--- src/rtl/seq_alu_pkg.sv ---
// Shared types for seq_alu: opcodes, FSM states and the legal-opcode table.
// POW is only legal when SEQ_ALU_POW_EN is defined.
package seq_alu_pkg;

  typedef enum logic [2:0] {
    OP_ADD = 3'b000,
    OP_SUB = 3'b001,
    OP_MUL = 3'b010,
    OP_DIV = 3'b011,
    OP_MOD = 3'b100,
    OP_POW = 3'b101
  } opcode_e;

  typedef enum logic [1:0] {
    IDLE = 2'd0,
    BUSY = 2'd1,
    DONE = 2'd2
  } state_e;

`ifdef SEQ_ALU_POW_EN
  localparam int NUM_LEGAL_OPS = 6;
  localparam opcode_e LEGAL_OPS [NUM_LEGAL_OPS] =
    '{OP_ADD, OP_SUB, OP_MUL, OP_DIV, OP_MOD, OP_POW};
`else
  localparam int NUM_LEGAL_OPS = 5;
  localparam opcode_e LEGAL_OPS [NUM_LEGAL_OPS] =
    '{OP_ADD, OP_SUB, OP_MUL, OP_DIV, OP_MOD};
`endif

  function automatic logic is_legal_op(input logic [2:0] s);
    logic hit;
    hit = 1'b0;
    for (int i = 0; i < NUM_LEGAL_OPS; i++) begin
      if (s == LEGAL_OPS[i]) hit = 1'b1;
    end
    return hit;
  endfunction

endpackage

--- src/rtl/seq_alu_div.sv ---
// Iterative restoring divider: start loads the dividend, each step retires one
// quotient bit MSB first; after WIDTH steps quotient/remainder are final.
module seq_alu_div #(
  parameter int WIDTH = 32
) (
  input  logic             clk,
  input  logic             rst,
  input  logic             start,
  input  logic             step,
  input  logic [WIDTH-1:0] dividend,
  input  logic [WIDTH-1:0] divisor,
  output logic [WIDTH-1:0] quotient,
  output logic [WIDTH-1:0] remainder
);

  logic [WIDTH-1:0] quo_q, quo_d;
  logic [WIDTH-1:0] rem_q, rem_d;
  logic [WIDTH:0]   trial;

  always_ff @(posedge clk or posedge rst) begin
    if (rst) begin
      quo_q <= '0;
      rem_q <= '0;
    end else begin
      quo_q <= quo_d;
      rem_q <= rem_d;
    end
  end

  // A borrow in the top bit of trial means the divisor did not fit: restore.
  always_comb begin
    quo_d = quo_q;
    rem_d = rem_q;
    trial = {rem_q, quo_q[WIDTH-1]} - {1'b0, divisor};
    if (start) begin
      quo_d = dividend;
      rem_d = '0;
    end else if (step) begin
      if (!trial[WIDTH]) begin
        rem_d = trial[WIDTH-1:0];
        quo_d = {quo_q[WIDTH-2:0], 1'b1};
      end else begin
        rem_d = {rem_q[WIDTH-2:0], quo_q[WIDTH-1]};
        quo_d = {quo_q[WIDTH-2:0], 1'b0};
      end
    end
  end

  assign quotient  = quo_q;
  assign remainder = rem_q;

endmodule

--- src/rtl/seq_alu.sv ---
// Handshaked sequential ALU: ADD/SUB/MUL in one cycle, DIV/MOD/POW iterative.
// Define SEQ_ALU_POW_EN to build the POW engine; otherwise sel=101 is illegal.
module seq_alu
  import seq_alu_pkg::*;
#(
  parameter int WIDTH = 32
) (
  input  logic             clk,
  input  logic             rst,
  input  logic             in_valid,
  output logic             in_ready,
  input  logic [WIDTH-1:0] a,
  input  logic [WIDTH-1:0] b,
  input  logic [2:0]       sel,
  output logic             out_valid,
  input  logic             out_ready,
  output logic [WIDTH-1:0] y,
  output logic             err
);

  localparam int CW = $clog2(WIDTH);

  state_e           state_q, state_d;
  logic [CW-1:0]    cnt_q, cnt_d;
  logic [WIDTH-1:0] b_q, b_d;
  logic [2:0]       op_q, op_d;
  logic [WIDTH-1:0] imm_q, imm_d;
  logic             err_q, err_d;

  logic             accept, is_iter, div_zero, div_start, div_step;
  logic [WIDTH-1:0] single_res;
  logic             single_err;
  logic [WIDTH-1:0] quo, rem;
  logic [WIDTH-1:0] mul_x, mul_y, mul_p;

`ifdef SEQ_ALU_POW_EN
  logic [WIDTH-1:0] acc_q, acc_d, base_q, base_d, sq_p;
`endif

  seq_alu_div #(.WIDTH(WIDTH)) u_div (
    .clk       (clk),
    .rst       (rst),
    .start     (div_start),
    .step      (div_step),
    .dividend  (a),
    .divisor   (b_q),
    .quotient  (quo),
    .remainder (rem)
  );

  // One multiplier serves MUL in IDLE and the POW accumulate step in BUSY.
`ifdef SEQ_ALU_POW_EN
  assign mul_x = (state_q == BUSY) ? acc_q  : a;
  assign mul_y = (state_q == BUSY) ? base_q : b;
  assign sq_p  = base_q * base_q;
`else
  assign mul_x = a;
  assign mul_y = b;
`endif
  assign mul_p = mul_x * mul_y;

  assign accept   = in_valid && (state_q == IDLE);
  assign div_zero = (b == '0) && ((sel == OP_DIV) || (sel == OP_MOD));
  assign is_iter  = is_legal_op(sel) && !div_zero &&
                    ((sel == OP_DIV) || (sel == OP_MOD) || (sel == OP_POW));

  always_comb begin
    single_res = '0;
    single_err = 1'b0;
    case (sel)
      OP_ADD:  single_res = a + b;
      OP_SUB:  single_res = a - b;
      OP_MUL:  single_res = mul_p;
      OP_DIV:  begin single_res = '1; single_err = 1'b1; end
      OP_MOD:  begin single_res = a;  single_err = 1'b1; end
      default: begin single_res = '0; single_err = 1'b1; end
    endcase
  end

  always_ff @(posedge clk or posedge rst) begin
    if (rst) begin
      state_q <= IDLE;
      cnt_q   <= '0;
      b_q     <= '0;
      op_q    <= '0;
      imm_q   <= '0;
      err_q   <= 1'b0;
`ifdef SEQ_ALU_POW_EN
      acc_q   <= '0;
      base_q  <= '0;
`endif
    end else begin
      state_q <= state_d;
      cnt_q   <= cnt_d;
      b_q     <= b_d;
      op_q    <= op_d;
      imm_q   <= imm_d;
      err_q   <= err_d;
`ifdef SEQ_ALU_POW_EN
      acc_q   <= acc_d;
      base_q  <= base_d;
`endif
    end
  end

  always_comb begin
    state_d   = state_q;
    cnt_d     = cnt_q;
    b_d       = b_q;
    op_d      = op_q;
    imm_d     = imm_q;
    err_d     = err_q;
    div_start = 1'b0;
    div_step  = 1'b0;
`ifdef SEQ_ALU_POW_EN
    acc_d     = acc_q;
    base_d    = base_q;
`endif
    case (state_q)
      IDLE: begin
        if (accept) begin
          b_d  = b;
          op_d = sel;
          if (is_iter) begin
            state_d   = BUSY;
            cnt_d     = '0;
            err_d     = 1'b0;
            div_start = (sel == OP_DIV) || (sel == OP_MOD);
`ifdef SEQ_ALU_POW_EN
            acc_d     = WIDTH'(1);
            base_d    = a;
`endif
          end else begin
            state_d = DONE;
            imm_d   = single_res;
            err_d   = single_err;
          end
        end
      end
      BUSY: begin
        cnt_d    = cnt_q + 1'b1;
        div_step = (op_q == OP_DIV) || (op_q == OP_MOD);
`ifdef SEQ_ALU_POW_EN
        if (op_q == OP_POW) begin
          if (b_q[cnt_q]) acc_d = mul_p;
          base_d = sq_p;
        end
`endif
        if (cnt_q == CW'(WIDTH - 1)) begin
          state_d = DONE;
          cnt_d   = '0;
        end
      end
      DONE: begin
        if (out_ready) state_d = IDLE;
      end
      default: state_d = IDLE;
    endcase
  end

  // Error results and single-cycle ops come from imm_q; iterative ones from their engines.
  always_comb begin
    in_ready  = (state_q == IDLE);
    out_valid = (state_q == DONE);
    err       = (state_q == DONE) && err_q;
    y         = '0;
    if (state_q == DONE) begin
      if (err_q) begin
        y = imm_q;
      end else begin
        case (op_q)
          OP_DIV:  y = quo;
          OP_MOD:  y = rem;
`ifdef SEQ_ALU_POW_EN
          OP_POW:  y = acc_q;
`endif
          default: y = imm_q;
        endcase
      end
    end
  end

endmodule

--- config.mk ---
export PLATFORM = sky130hd
export DESIGN_NAME = seq_alu
export DESIGN_NICKNAME = d
export VERILOG_FILES = /design/src/rtl/seq_alu_pkg.sv /design/src/rtl/seq_alu_div.sv /design/src/rtl/seq_alu.sv
export SDC_FILE = /design/constraint.sdc
export NUM_CORES = 2
export LEC_CHECK = 0
export BUFFER_PORTS_ARGS = -buffer_cell sky130_fd_sc_hd__buf_2
export CORE_ASPECT_RATIO = 1.75
export CORE_UTILIZATION = 29
export CTS_CLUSTER_DIAMETER = 50
export DETAILED_ROUTE_END_ITERATION = 6
export GPL_TIMING_DRIVEN = 0
export PLACE_DENSITY = 0.52
export SYNTH_ARGS = -nofsm -noshare
export SYNTH_HDL_FRONTEND = slang
export SYNTH_HIERARCHICAL = 1
export SYNTH_SLANG_ARGS = --single-unit
--- constraint.sdc ---
create_clock -name clk -period 3.28 [get_ports clk]
set_clock_uncertainty 0.1 [all_clocks]
set_input_delay 0.656 -clock clk [delete_from_list [all_inputs] [get_ports clk]]
set_output_delay 0.656 -clock clk [all_outputs]
set_load 0.1 [all_outputs]
After elaboration in Yosys (flattened, before gate mapping)
Index checks and enable logic that the tools add are counted.

Logic and storage cells: 77. Output and inout port bits: 35. Flip-flop bits (word level): 139. Bits of input ports: 71.

Bitwise gates (word level): 1. Add/subtract/negate cells: 4. Reductions and logical operators: 19. Multipliers: 1. Mux-type cells: 30. Equal/unequal tests: 14.

Operators with widths (number): 32-bit two-way mux (7); 32-bit case mux with 5 select lines (1); 32-bit case mux with 2 select lines (1); 33-bit by 32-bit subtractor with 33-bit output (1); 32-bit adder (1); 32-bit zero test (1); 32-bit by 32-bit multiplier with 32-bit output (1); 32-bit subtractor (1); 5-bit two-way mux (3); 1-bit two-way mux (12); 5-bit case mux with 2 select lines (1); 3-bit by 2-bit == test with 1-bit output (second input constant) (3); 3-bit == test (second input constant) (3); 3-bit AND reduction (3); 2-bit two-way mux (4); 2-bit by 1-bit inequality test with 1-bit output (second input constant) (3); 2-bit case mux with 3 select lines (1); 5-bit by 1-bit adder with 5-bit output (second input constant) (1); 5-bit == test (second input constant) (1); 1-bit logical AND (5); 2-bit nonzero test (2); 3-bit by 1-bit == test with 1-bit output (second input constant) (1); 3-bit zero test (1); 1-bit logical OR (3); 8 further kinds (8).

Longest topological paths before layout
Depth after elaboration: 12. Mapped depth: 28. Mapped depth without buffers: 26.

Hierarchy
Netlist, hierarchy kept.

Modules (own cells, without submodules): seq_alu (cells each 2617, seq. area each 1876.8 µm², area each 22262.6 µm², instances 1); seq_alu_div (cells each 558, seq. area each 1601.5 µm², area each 4794.6 µm², instances 1).

Worst setup path before layout
Ideal clock, no wire load.

Path type: input -> register. From: input port b[5]. To: register imm_q[31]. Stages: 25. Path buffers: 2. Data arrival time: 7.530 ns. Data required time: 3.054 ns. Setup slack: -4.476 ns. Path through: clkbuf_1 > clkbuf_1 > and2_1 > fa_1 > fa_1 > fa_1 > inv_1 > fa_1 > inv_1 > fa_1 > inv_1 > fa_1 > inv_1 > fa_1 > fa_1 > ha_1 > a211o_1 > a21oi_1 > nand3_1 > a221o_1 > and4_1 > a2111oi_0 > xnor2_1 > a221oi_2 > a21oi_1.

Cells in the longest elaborated chain, start to end: 7. Elaborated cells on any way between the ends: 11. Classes of those cells: add/sub (2); mul (1); mux (1); bitwise (1); reduce/logical (6).

RTL lines: start, declared (RTL line seq_alu.sv:13) `input logic [WIDTH-1:0] b,`; parallel branches: the longest is 7 deep, another holds 32-bit by 32-bit multiplier with 32-bit output; end signal, assigned (RTL line seq_alu.sv:97) `imm_q <= imm_d;`; end, declared (RTL line seq_alu.sv:27) `logic [WIDTH-1:0] imm_q, imm_d;`.

Several ways; the timed one is not identified. A chain may end at the register's enable or synchronous reset.

Worst setup path in the final report
From: input port a[15]. To: register imm_q[29].

Cells in the longest elaborated chain, start to end: 2. Elaborated cells on any way between the ends: 4. Classes of those cells: add/sub (2); mul (1); mux (1).

RTL lines: start, declared (RTL line seq_alu.sv:12) `input logic [WIDTH-1:0] a,`; 32-bit by 32-bit multiplier with 32-bit output (tied with other cells) (RTL line seq_alu.sv:60) `assign mul_p = mul_x * mul_y;`; 32-bit case mux with 5 select lines (*) (RTL line seq_alu.sv:70) `case (sel)`.

Every way passes the cells marked *; elsewhere a longest branch is shown, timed or not.

==> results.txt <==
The flow ran to the end, but the final reports show violations. The final reports fail on negative setup slack. The share of synthesized area in the top cell type comes to 30.34%.

After synthesis the cells add up to 27060 sq um. STA classifies the critical path startpoint as an input pin. The detailed router finished its first iteration with 1253 violations. The filler cells instantiated in the layout total 9535. For this run, the number of Yosys warnings is 6. Final worst-path cycle share: 226.2%. Once placement completed, the tool counted placed cells totaling 4463. The setup check on the worst reg-to-reg path leaves a slack of 0.01 ns.

The fraction of registers with async set or reset after synthesis is 100.0%, and the depth of the worst register-to-register path is 9. Ranked by instance count, the synthesized netlist is headed by inv_1 (438), nand2_1 (427), fa_1 (410). The setup path with the least slack is of type input pin to register.

Port buffering added 94 buffers. In this run the deepest clock path goes through 3 buffers. Summing the areas of all and, or, nand and nor instances in the mapped netlist gives 19.00% of the synthesized area. After the flow finishes, the layout carries non-filler instances totaling 4583. The first global-routing pass estimated 174400 um of wire. The synthesized design contains 139 register bits. Traced cell by cell, the critical path runs through buf_4 -> clkbuf_16 -> clkbuf_16 -> and2_1 -> fa_1 -> fa_1 -> fa_1 -> inv_1 -> fa_1 -> inv_1 -> fa_1 -> fa_2 -> fa_1 -> fa_1 -> ha_4 -> and3_4 -> and3_1 -> a221o_2 -> a21oi_2 -> xor2_1 -> nand2_1 -> a221oi_2 -> o22ai_1. The start point of the critical path was a[15]. The total area inside the core boundary comes to 92150 sq um. The run gives 23.58% as the fraction of met1 tracks used by global routing. The tools report the endpoint of the most critical register-to-register path as u_div/remainder[0]. Counting every net in the synthesized netlist gives 3846.

Hold is met by 0.01154 ns. The per-cell routed wire length was 26.51 um; the number of routed nets with antenna violations was 0. Sorting the synthesized cells by area gives the leading types as fa_1 (30%), dfrtp_1 (13%), ha_1 (8.8%).

After floorplanning, the core was divided into 147 placement rows. Data arrives at the worst endpoint at 7.69 ns. The synthesized netlist devotes 39.12% of its cell area to adder and majority cells. The worst setup path is captured at a register.

The root buffer cell chosen for the clock tree is clkbuf_16. Before antenna repair, the detailed router went through 6 iterations. The slowest stage of the critical path is the fa_1 cell. The most utilized layer in the global route result is met2. The horizontal extent of the die was 232.9 um. Setup repair after global routing could not meet its margin everywhere. Final global-route overflow total: 0. The kind of path behind the tightest hold check was input pin to async pin. The hold violation total from the final report is 0, and the share of the synthesized netlist area taken by xor and xnor gates is 5.605%. After synthesis, flip-flops and latches occupy 12.86% of the total area.

The initial antenna violation count was 6; the final period demand of the worst path was 7.419 ns. Of all nets on the critical path, the largest fanout is 5. Synthesis produced a netlist whose cell count is 3175. The quantity of hold-fixing buffers added after cts was 0; the final number of max-transition violations was 0. The most numerous cell type found on the critical path is fa_1. Most common cell in the synthesized netlist: inv_1. After clock tree synthesis, the clock-pin slew on the worst setup and hold paths is 0.06 ns.

In this run the critical register-to-register path is launched from u_div/remainder[22]. The floorplan step defined a die boundary enclosing 94570 sq um. The most used flip-flop cell after synthesis is dfrtp_1. The per-cell via count in the routed design was 5.224; the number of top-level design ports was 106. For the detailed placement HPWL, the log shows 100100 um. Following the worst setup path forward leads to its endpoint at imm_q[29].

For the number of global-route vias before repair, the log shows 26030. The met3 track utilization from global routing was 3.279%; the TritonCTS buffer count was 25. The final setup violation count came out at 28. TritonCTS built the clock tree. The H-tree was split into 4 levels. The number of nets at the end of the flow is 4056, and the compound-cell area share of the yosys netlist is 12.49%. For the pin with the worst max-slew slack, the measured transition is 1.319 ns. After synthesis, the largest family of logic cells by area is adder cells. The number of synthesized flops with an enable pin is 0, and the post-synthesis cell type count is 82.

Measured against its own limit, the worst slew margin works out to 11.27%. In the routed design, unresolved DRC markers number 0. The tools report the routed wire length as 121500 um. At the later pin of the worst-skew pair, clock insertion delay measures 0.50 ns. The layout overhead on the synthesized area came out at 24.01%. At the end of routability-driven placement, the weighted congestion stood at 0.9873. The detailed-route via count was 23940. The largest total area in the synthesized netlist belongs to fa_1. The mean cell area of the mapped netlist is 8.522 sq um. In this design, the stage delay of the slowest critical-path cell is 0.63 ns. The run gives 139 as the number of clock sinks seen by CTS. The run gives -4.139 ns as the final worst-path setup slack. The max capacitance violation total was 0. The maximum number of pins on one net before global-route repair was 64.

From bottom edge to top edge, the die measures 406.1 um. For this run, global-route usage on met2 was measured as 49.03%. Once the floorplan was initialized, standard cells occupied 29.36% of the core. STA puts the critical path data required time at 3.55 ns. The overall fraction of global-route tracks in use was 26.01%; the fmax was 134.8 MHz. Multiplexer fraction of the synthesized cell area: 2.081%. Share of final-layout standard cells stronger than drive strength 1: 18.71%.
[routing by layer]
layer  part of all wire, %  up-vias
met2                    53      880
met5                 0.038        -
met3                   4.2      455
met1                    31    12060
li1                      -    10540
met4                    11        8
[layout make-up]
| type | count | area, sq um | share of cell area (%) |
|---|---|---|---|
| Antenna cell | 2 | 5.005 | 0.01492 |
| Buffer | 185 | 1851 | 5.515 |
| Clock buffer | 30 | 674.4 | 2.010 |
| Clock inverter | 1 | 7.507 | 0.02237 |
| Inverter | 439 | 1654 | 4.930 |
| Multi-Input combinational cell | 2408 | 22880 | 68.20 |
| Sequential cell | 139 | 3485 | 10.38 |
| Tap cell | 1192 | 1491 | 4.445 |
| Timing Repair Buffer | 187 | 1504 | 4.482 |
[state kept, by name, indices dropped and copies added (netlist names)]
register / flops
err_q: 1
b_q: 32
imm_q: 32
u_div/remainder: 32
state_q: 2
op_q: 3
u_div/quotient: 32
cnt_q: 5
[worst max-delay path: cells and delay by family]
kind / cells / cell delay [ns]
xor gates and xnor gates: 1 / 0.23
adders and majority gates: 9 / 4.51
AOI/OAI and AO/OA: 4 / 1.11
buffers and inverters: 5 / 0.55
and+or+nand+nor: 4 / 0.61
[cell usage in the layout, fill, tap and decap left out, types with 18 or more instances in the layout]
cell       synthesis  layout
inv_1            438     428
nand2_1          427     417
fa_1             410     379
and2_1           315     297
ha_1             190     137
dfrtp_1          139     134
nor2_1           169     129
a21oi_1          141     124
buf_4              2     106
xnor2_1          104      94
o21ai_0          115      86
xor2_1            66      58
mux2i_1           54      53
clkbuf_16          0      52
clkbuf_1         172      51
ha_4               0      47
buf_2              5      46
a21o_1            37      37
a22oi_1           36      35
nor2_2             1      34
clkbuf_2           0      31
clkbuf_8           0      31
fa_2               0      31
clkbuf_4           0      30
a211oi_1          33      30
buf_6              3      28
o21ai_1            4      26
nand3_1           31      26
nor3_1            22      18
and2_4             0      18
[worst min-delay path by stage]
stage / endpoint / slack, ns / cells past startpoint
global placement: b_q[30] / 0.36 / 2
CTS: b_q[25] / 0.002 / 2
global route: b_q[24] / 0.02 / 2
finish: b_q[24] / 0.01 / 2
detailed placement: b_q[30] / 0.37 / 2
floorplan: b_q[28] / 0.35 / 2
[per-stage QoR]
step | setup TNS, ns | setup WS (ns) | instance area [sq um] | utilization [%]
5_1_grt | -88.35 | -4.273 | 33550 | 36.41
6_report | -83.79 | -4.139 | 33550 | 36.41
3_3_place_gp | -278.75 | -6.014 | 29730 | 32.26
2_1_floorplan | -79.38 | -4.001 | 27770 | -
4_1_cts | -83.76 | -4.085 | 32690 | 35.47
3_5_place_dp | -227.48 | -6.039 | 29790 | 32.33
[cell families (layout without fill, tap and decap cells)]
logic type	after synthesis	count (layout)
and+or+nand+nor	1058	1058
buffers and inverters	628	842
adders and majority gates	600	600
AOI/OAI and AO/OA	523	523
xor gates and xnor gates	171	171
DFF	139	139
muxes	56	56
other	0	2
[timing repair]
item,in CTS,in global routing
setup endpoints to repair,135,118
setup buffers,61,31
pin swaps,86,61
resized for setup,405,174
Power is not shown: default switching activity piles up to over one toggle a cycle in this logic, so the estimate is an artifact.
